`src/rtl/exec_ctrl_pkg.sv`:
```
// Shared definitions for the execution controller: FSM state encoding,
// exception cause codes and the default exception vector.
// Optional feature macro used by this block: EXEC_CTRL_BREAKPOINT_EN.
package exec_ctrl_pkg;

  typedef enum logic [1:0] {
    ST_HALT = 2'd0,
    ST_RUN  = 2'd1,
    ST_STEP = 2'd2,
    ST_EXC  = 2'd3
  } state_t;

  localparam logic [2:0] CAUSE_OVERFLOW  = 3'd1;
  localparam logic [2:0] CAUSE_ILLEGAL   = 3'd2;
  localparam logic [2:0] CAUSE_ALU_UNDEF = 3'd3;
  localparam logic [2:0] CAUSE_RESERVED  = 3'd7;

  localparam logic [7:0] EXC_VECTOR_DFLT = 8'h80;

endpackage

```
`src/rtl/exec_retire_cnt.sv`:
```
// Saturating retired-instruction counter with synchronous clear.
// Latency: count visible one cycle after the increment/clear request.
// No backpressure; clear wins over increment, the count sticks at all-ones.
module exec_retire_cnt #(
  parameter int W = 16
) (
  input  logic         i_clk,
  input  logic         i_rst,
  input  logic         i_clr,
  input  logic         i_inc,
  output logic [W-1:0] o_cnt
);

  logic [W-1:0] r_cnt;

  // Count commits, holding at all-ones instead of wrapping.
  always_ff @(posedge i_clk) begin
    if (i_rst || i_clr) begin
      r_cnt <= '0;
    end else if (i_inc && (r_cnt != {W{1'b1}})) begin
      r_cnt <= r_cnt + 1'b1;
    end
  end

  assign o_cnt = r_cnt;

endmodule

```
`src/rtl/exec_ctrl.sv`:
```
// Execution controller: run/step/halt FSM, PC write mux, EPC/cause capture.
// Latency: pc_we/pc_next/commit are combinational; state, EPC, cause, count registered.
// No backpressure; control pulses outside HALT/RUN are dropped (halt in EXC returns to HALT).
// Optional breakpoint support is enabled with the macro EXEC_CTRL_BREAKPOINT_EN.
module exec_ctrl
  import exec_ctrl_pkg::*;
#(
  parameter int              PC_W       = 8,
  parameter int              CNT_W      = 16,
  parameter logic [PC_W-1:0] EXC_VECTOR = PC_W'(EXC_VECTOR_DFLT)
) (
  input  logic             SYS_clk,
  input  logic             SYS_reset,
  input  logic             CTRL_run,
  input  logic             CTRL_step,
  input  logic             CTRL_halt,
  input  logic             CTRL_load,
  input  logic [PC_W-1:0]  CTRL_load_val,
  input  logic [PC_W-1:0]  CPU_pc,
  input  logic [PC_W-1:0]  CPU_pc_seq,
  input  logic             CPU_exception,
  input  logic [2:0]       CPU_cause,
  input  logic             CPU_eret,
`ifdef EXEC_CTRL_BREAKPOINT_EN
  input  logic [PC_W-1:0]  BP_addr,
  input  logic             BP_valid,
  output logic             CTRL_bp_hit,
`endif
  output logic             CTRL_pc_we,
  output logic [PC_W-1:0]  CTRL_pc_next,
  output logic             CTRL_commit,
  output logic [PC_W-1:0]  CTRL_epc,
  output logic [2:0]       CTRL_cause,
  output logic [1:0]       CTRL_state,
  output logic [CNT_W-1:0] CTRL_retired
);

  state_t          r_state;
  state_t          r_ret_mode;
  logic [PC_W-1:0] r_epc;
  logic [2:0]      r_cause;

  state_t          w_state_nxt;
  logic            w_pc_we;
  logic [PC_W-1:0] w_pc_next;
  logic            w_commit;
  logic            w_exc_take;
  logic            w_bp_match;
  logic            w_load_clr;

`ifdef EXEC_CTRL_BREAKPOINT_EN
  logic r_bp_hit;
  assign w_bp_match = BP_valid && (CPU_pc == BP_addr);
`else
  assign w_bp_match = 1'b0;
`endif

  // Next-state and PC-write decode; reset forces PC to zero with nothing committed.
  always_comb begin
    w_state_nxt = r_state;
    w_pc_we     = 1'b0;
    w_pc_next   = CPU_pc_seq;
    w_commit    = 1'b0;
    w_exc_take  = 1'b0;
    if (SYS_reset) begin
      w_pc_we     = 1'b1;
      w_pc_next   = '0;
      w_state_nxt = ST_HALT;
    end else begin
      case (r_state)
        ST_HALT: begin
          if (CTRL_load) begin
            w_pc_we   = 1'b1;
            w_pc_next = CTRL_load_val;
          end else if (CTRL_run) begin
            w_state_nxt = ST_RUN;
          end else if (CTRL_step) begin
            w_state_nxt = ST_STEP;
          end
        end
        ST_RUN, ST_STEP: begin
          // Breakpoints and halt only stop free-run; a step always makes progress.
          if ((r_state == ST_RUN) && (w_bp_match || CTRL_halt)) begin
            w_state_nxt = ST_HALT;
          end else if (CPU_exception) begin
            w_exc_take  = 1'b1;
            w_state_nxt = ST_EXC;
          end else begin
            w_commit    = 1'b1;
            w_pc_we     = 1'b1;
            w_pc_next   = CPU_eret ? r_epc : CPU_pc_seq;
            w_state_nxt = (r_state == ST_STEP) ? ST_HALT : ST_RUN;
          end
        end
        default: begin
          w_pc_we     = 1'b1;
          w_pc_next   = EXC_VECTOR;
          w_state_nxt = CTRL_halt ? ST_HALT : r_ret_mode;
        end
      endcase
    end
  end

  // FSM state plus exception bookkeeping; a fault inside the handler simply overwrites EPC/cause.
  always_ff @(posedge SYS_clk) begin
    if (SYS_reset) begin
      r_state    <= ST_HALT;
      r_ret_mode <= ST_HALT;
      r_epc      <= '0;
      r_cause    <= '0;
    end else begin
      r_state <= w_state_nxt;
      if (w_exc_take) begin
        r_epc      <= CPU_pc;
        r_cause    <= CPU_cause;
        r_ret_mode <= (r_state == ST_RUN) ? ST_RUN : ST_HALT;
      end else if ((r_state == ST_EXC) && CTRL_halt) begin
        r_ret_mode <= ST_HALT;
      end
    end
  end

`ifdef EXEC_CTRL_BREAKPOINT_EN
  // Sticky breakpoint flag, cleared once the user acts on the halted core.
  always_ff @(posedge SYS_clk) begin
    if (SYS_reset) begin
      r_bp_hit <= 1'b0;
    end else if ((r_state == ST_RUN) && w_bp_match) begin
      r_bp_hit <= 1'b1;
    end else if ((r_state == ST_HALT) && (CTRL_run || CTRL_step || CTRL_load)) begin
      r_bp_hit <= 1'b0;
    end
  end

  assign CTRL_bp_hit = r_bp_hit;
`endif

  assign w_load_clr = (r_state == ST_HALT) && CTRL_load;

  exec_retire_cnt #(
    .W (CNT_W)
  ) u_retire_cnt (
    .i_clk (SYS_clk),
    .i_rst (SYS_reset),
    .i_clr (w_load_clr),
    .i_inc (w_commit),
    .o_cnt (CTRL_retired)
  );

  assign CTRL_pc_we   = w_pc_we;
  assign CTRL_pc_next = w_pc_next;
  assign CTRL_commit  = w_commit;
  assign CTRL_epc     = r_epc;
  assign CTRL_cause   = r_cause;
  assign CTRL_state   = r_state;

endmodule

```
`config.mk`:
```
export PLATFORM = sky130hd
export DESIGN_NAME = exec_ctrl
export DESIGN_NICKNAME = d
export VERILOG_FILES = /design/src/rtl/exec_ctrl_pkg.sv /design/src/rtl/exec_retire_cnt.sv /design/src/rtl/exec_ctrl.sv
export SDC_FILE = /design/constraint.sdc
export NUM_CORES = 1
export LEC_CHECK = 0
export ABC_AREA = 1
export CAP_MARGIN = 10
export CORE_MARGIN = 10
export CORE_UTILIZATION = 40
export DETAILED_ROUTE_END_ITERATION = 6
export DONT_BUFFER_PORTS = 1
export SETUP_SLACK_MARGIN = 0.3
export SYNTH_ARGS = -nofsm -noshare
export SYNTH_HDL_FRONTEND = slang
export SYNTH_SLANG_ARGS = --single-unit
```
`constraint.sdc`:
```
create_clock -name SYS_clk -period 2.3 [get_ports SYS_clk]
set_input_delay 0.69 -clock SYS_clk [delete_from_list [all_inputs] [get_ports SYS_clk]]
set_output_delay 0.69 -clock SYS_clk [all_outputs]
set_load 0.005 [all_outputs]
```
==> out/metrics.cfg <==
[outcome]
status=finished clean

[placed_design]
port_buffers=0
dp_cells=344
gp_congestion=0.804
post_dp_cell_area_mm2=0.00193
place_worst_setup_slack_ps=176
hpwlAfterDp_um=4040

[cts]
htreeDepth=2
cts_sinks=30
cts-buffers-inserted=5
clock_latency_ps=290
cts_tree=done
clk_pin_slew_ps=70
hold_buffers=0
clockRootBuffer=clkbuf_8
cts_buffer_depth=2

[sta]
skew_ps=6.30
drv_slew=0
worst_pin_slew_ps=500
fin_crit_ps=2200
setup_violations=0
timing.final.crit_share_pct=95.5
max_slew_margin_pct=66.3
clock.fmax_ghz=0.456
rsz0062_at_grt=true
fin_ws_ps=105
finalHoldViolCount=0
fin_setup_tns_ps=0

[die]
die_w_um=88.7
initial_core_util_pct=42.2
die_h_um=88.7
num_rows=24
ios=74
dieArea_mm2=0.00787
design.core.area_mm2=0.00447

[flow_run]
max-cap-violations=0

[worst_setup_path]
crit_path_start_kind=flip-flop
arrival_ps=1510
crit_type=reg -> out
crit_path_max_fanout=8
worst_ep_required_time_ps=1610
worst_setup_path_end_kind=output pin

[finish]
finalNonFillerCells=363
drive_gt1_share_pct=20.3
fin_area_mm2=0.00226
final_nets=351
nFillCells=461
antenna_cells=0
syn2layout_area_growth_pct=19.7

[yosys]
synth_edf_count=0
syn_nets=340
avgSynthCellArea_um2=6.32
ys_seq_area_share_pct=31.8
yosysWarnings=0
synth_ff_type=dfxtp_1
synth_area_mm2=0.00189
synth_cells=299
async_flop_share_pct=0
ys_ff_latch=30
synth_cell_types=27

[route]
drt_iter0_drc=121
drc=0
viasPerCell=5.28
via_count=1918
routed_wl_um=5760
route.antenna.remaining_nets=0
firstDrtPassIters=4
wl_per_cell_um=15.9

[global_routing]
grt_usage_pct=14.1
antenna_found_initial=0
grt_overflow=0
grt_pass1_wl_um=8800
grt_pass1_vias=1792
grt_start_max_net_pins=17

[power]
power.density_mw_per_mm2=956
p_leak_nw=0.828
ir_worst_vdd_mv=0.427

[min_path]
min_path_type=in -> reg

==> final timing paths <==
path	startpoint	endpoint	slack [ps]	depth (start not counted)
worst min-delay path	SYS_reset	CTRL_state[1]	450	1
worst max register to register	CTRL_state[0]	CTRL_epc[6]	450	8
worst max-delay path	CTRL_state[0]	CTRL_pc_next[2]	100	6
worst min register to register	r_ret_mode[0]	r_ret_mode[0]	470	2
==> state kept, by name (all words and copies together), names as in the netlist <==
name                count
r_ret_mode              1
CTRL_epc                8
CTRL_state              2
CTRL_cause              3
u_retire_cnt.o_cnt     16
==> placed cells by master, fill, tap and decap left out, types with 4 or more instances in the layout <==
| master | instances |
|---|---|
| a21oi_1 | 26 |
| a21oi_2 | 15 |
| buf_4 | 12 |
| clkbuf_8 | 6 |
| dfxtp_1 | 28 |
| ha_1 | 4 |
| inv_1 | 26 |
| nand2_1 | 88 |
| nand3_1 | 14 |
| nand4_1 | 5 |
| nor2_1 | 28 |
| o211ai_1 | 8 |
| o21ai_0 | 7 |
| o21ai_1 | 6 |
==> kinds of logic after synthesis <==
group	count (synthesis)	share of synthesized area [%]
XOR/XNOR	5	2.32
buffers and inverters	44	9.93
adder cells (fa/ha/maj)	6	3.97
AO/OA/AOI/OAI	65	18.8
AND/OR/NAND/NOR	149	33.2
flip-flops	30	31.8
==> synthesized netlist by cell type, types with 3 or more instances <==
library cell	instances	area share, %
buf_2	3	0.79
dfxtp_1	30	32
o21ai_0	14	3.7
nand2_1	91	18
clkbuf_1	4	0.79
nor2_1	29	5.8
inv_1	32	6.4
ha_1	6	4.0
a21oi_1	40	11
xor2_1	3	1.4
nand4_1	5	1.7
o211ai_1	8	3.2
nand3_1	16	4.2
==> metrics by stage <==
stage | hold slack, ps | total power (W) | utilization, %
after floorplan | 441 | 0.00120 | -
after global placement | 451 | 0.00134 | 43.2
after detailed placement | 453 | 0.00134 | 43.2
after CTS | 445 | 0.00206 | 49.0
after global routing | 445 | 0.00231 | 50.5
final | 453 | 0.00216 | 50.5
==> routing by layer <==
layer | routed length, um | track usage [%]
met5 | 0 | 0
met4 | 44 | 3.08
met3 | 496 | 7.26
met2 | 2770 | 23.3
met1 | 2450 | 15.9
==> critical path, stage by stage (launching register included) <==
cell,delay (ps)
dfxtp_4,380
inv_4,70
ha_4,150
clkinvlp_4,190
a21oi_2,160
o21ai_1,90
a21oi_2,160
==> what timing repair did <==
action | 4_1_cts | 5_1_grt
setup buffers | 6 | 4
resized for setup | 36 | 12
gates cloned | 1 | 0
endpoints found under the setup margin | 25 | 12
pin swaps | 12 | 12
==> power by group <==
| part | switching, W | total (W) | internal, W |
|---|---|---|---|
| Clock | 0.000204 | 0.000445 | 0.000241 |
| Combinational | 0.000593 | 0.00103 | 0.000440 |
| Sequential | 0.0000854 | 0.000684 | 0.000599 |
==> final cells by class <==
class | instances | area, um^2 | share of cell area (%)
repair buffers | 13 | 101 | 4.48
flip-flops and latches | 30 | 606 | 26.8
clock inverters | 1 | 5.00 | 0.221
multi-input cells | 226 | 1250 | 55.5
clock buffers | 7 | 86.3 | 3.82
well taps | 52 | 65.1 | 2.88
inverters | 34 | 144 | 6.36
Note: power is estimated with default switching activity, not from simulation.
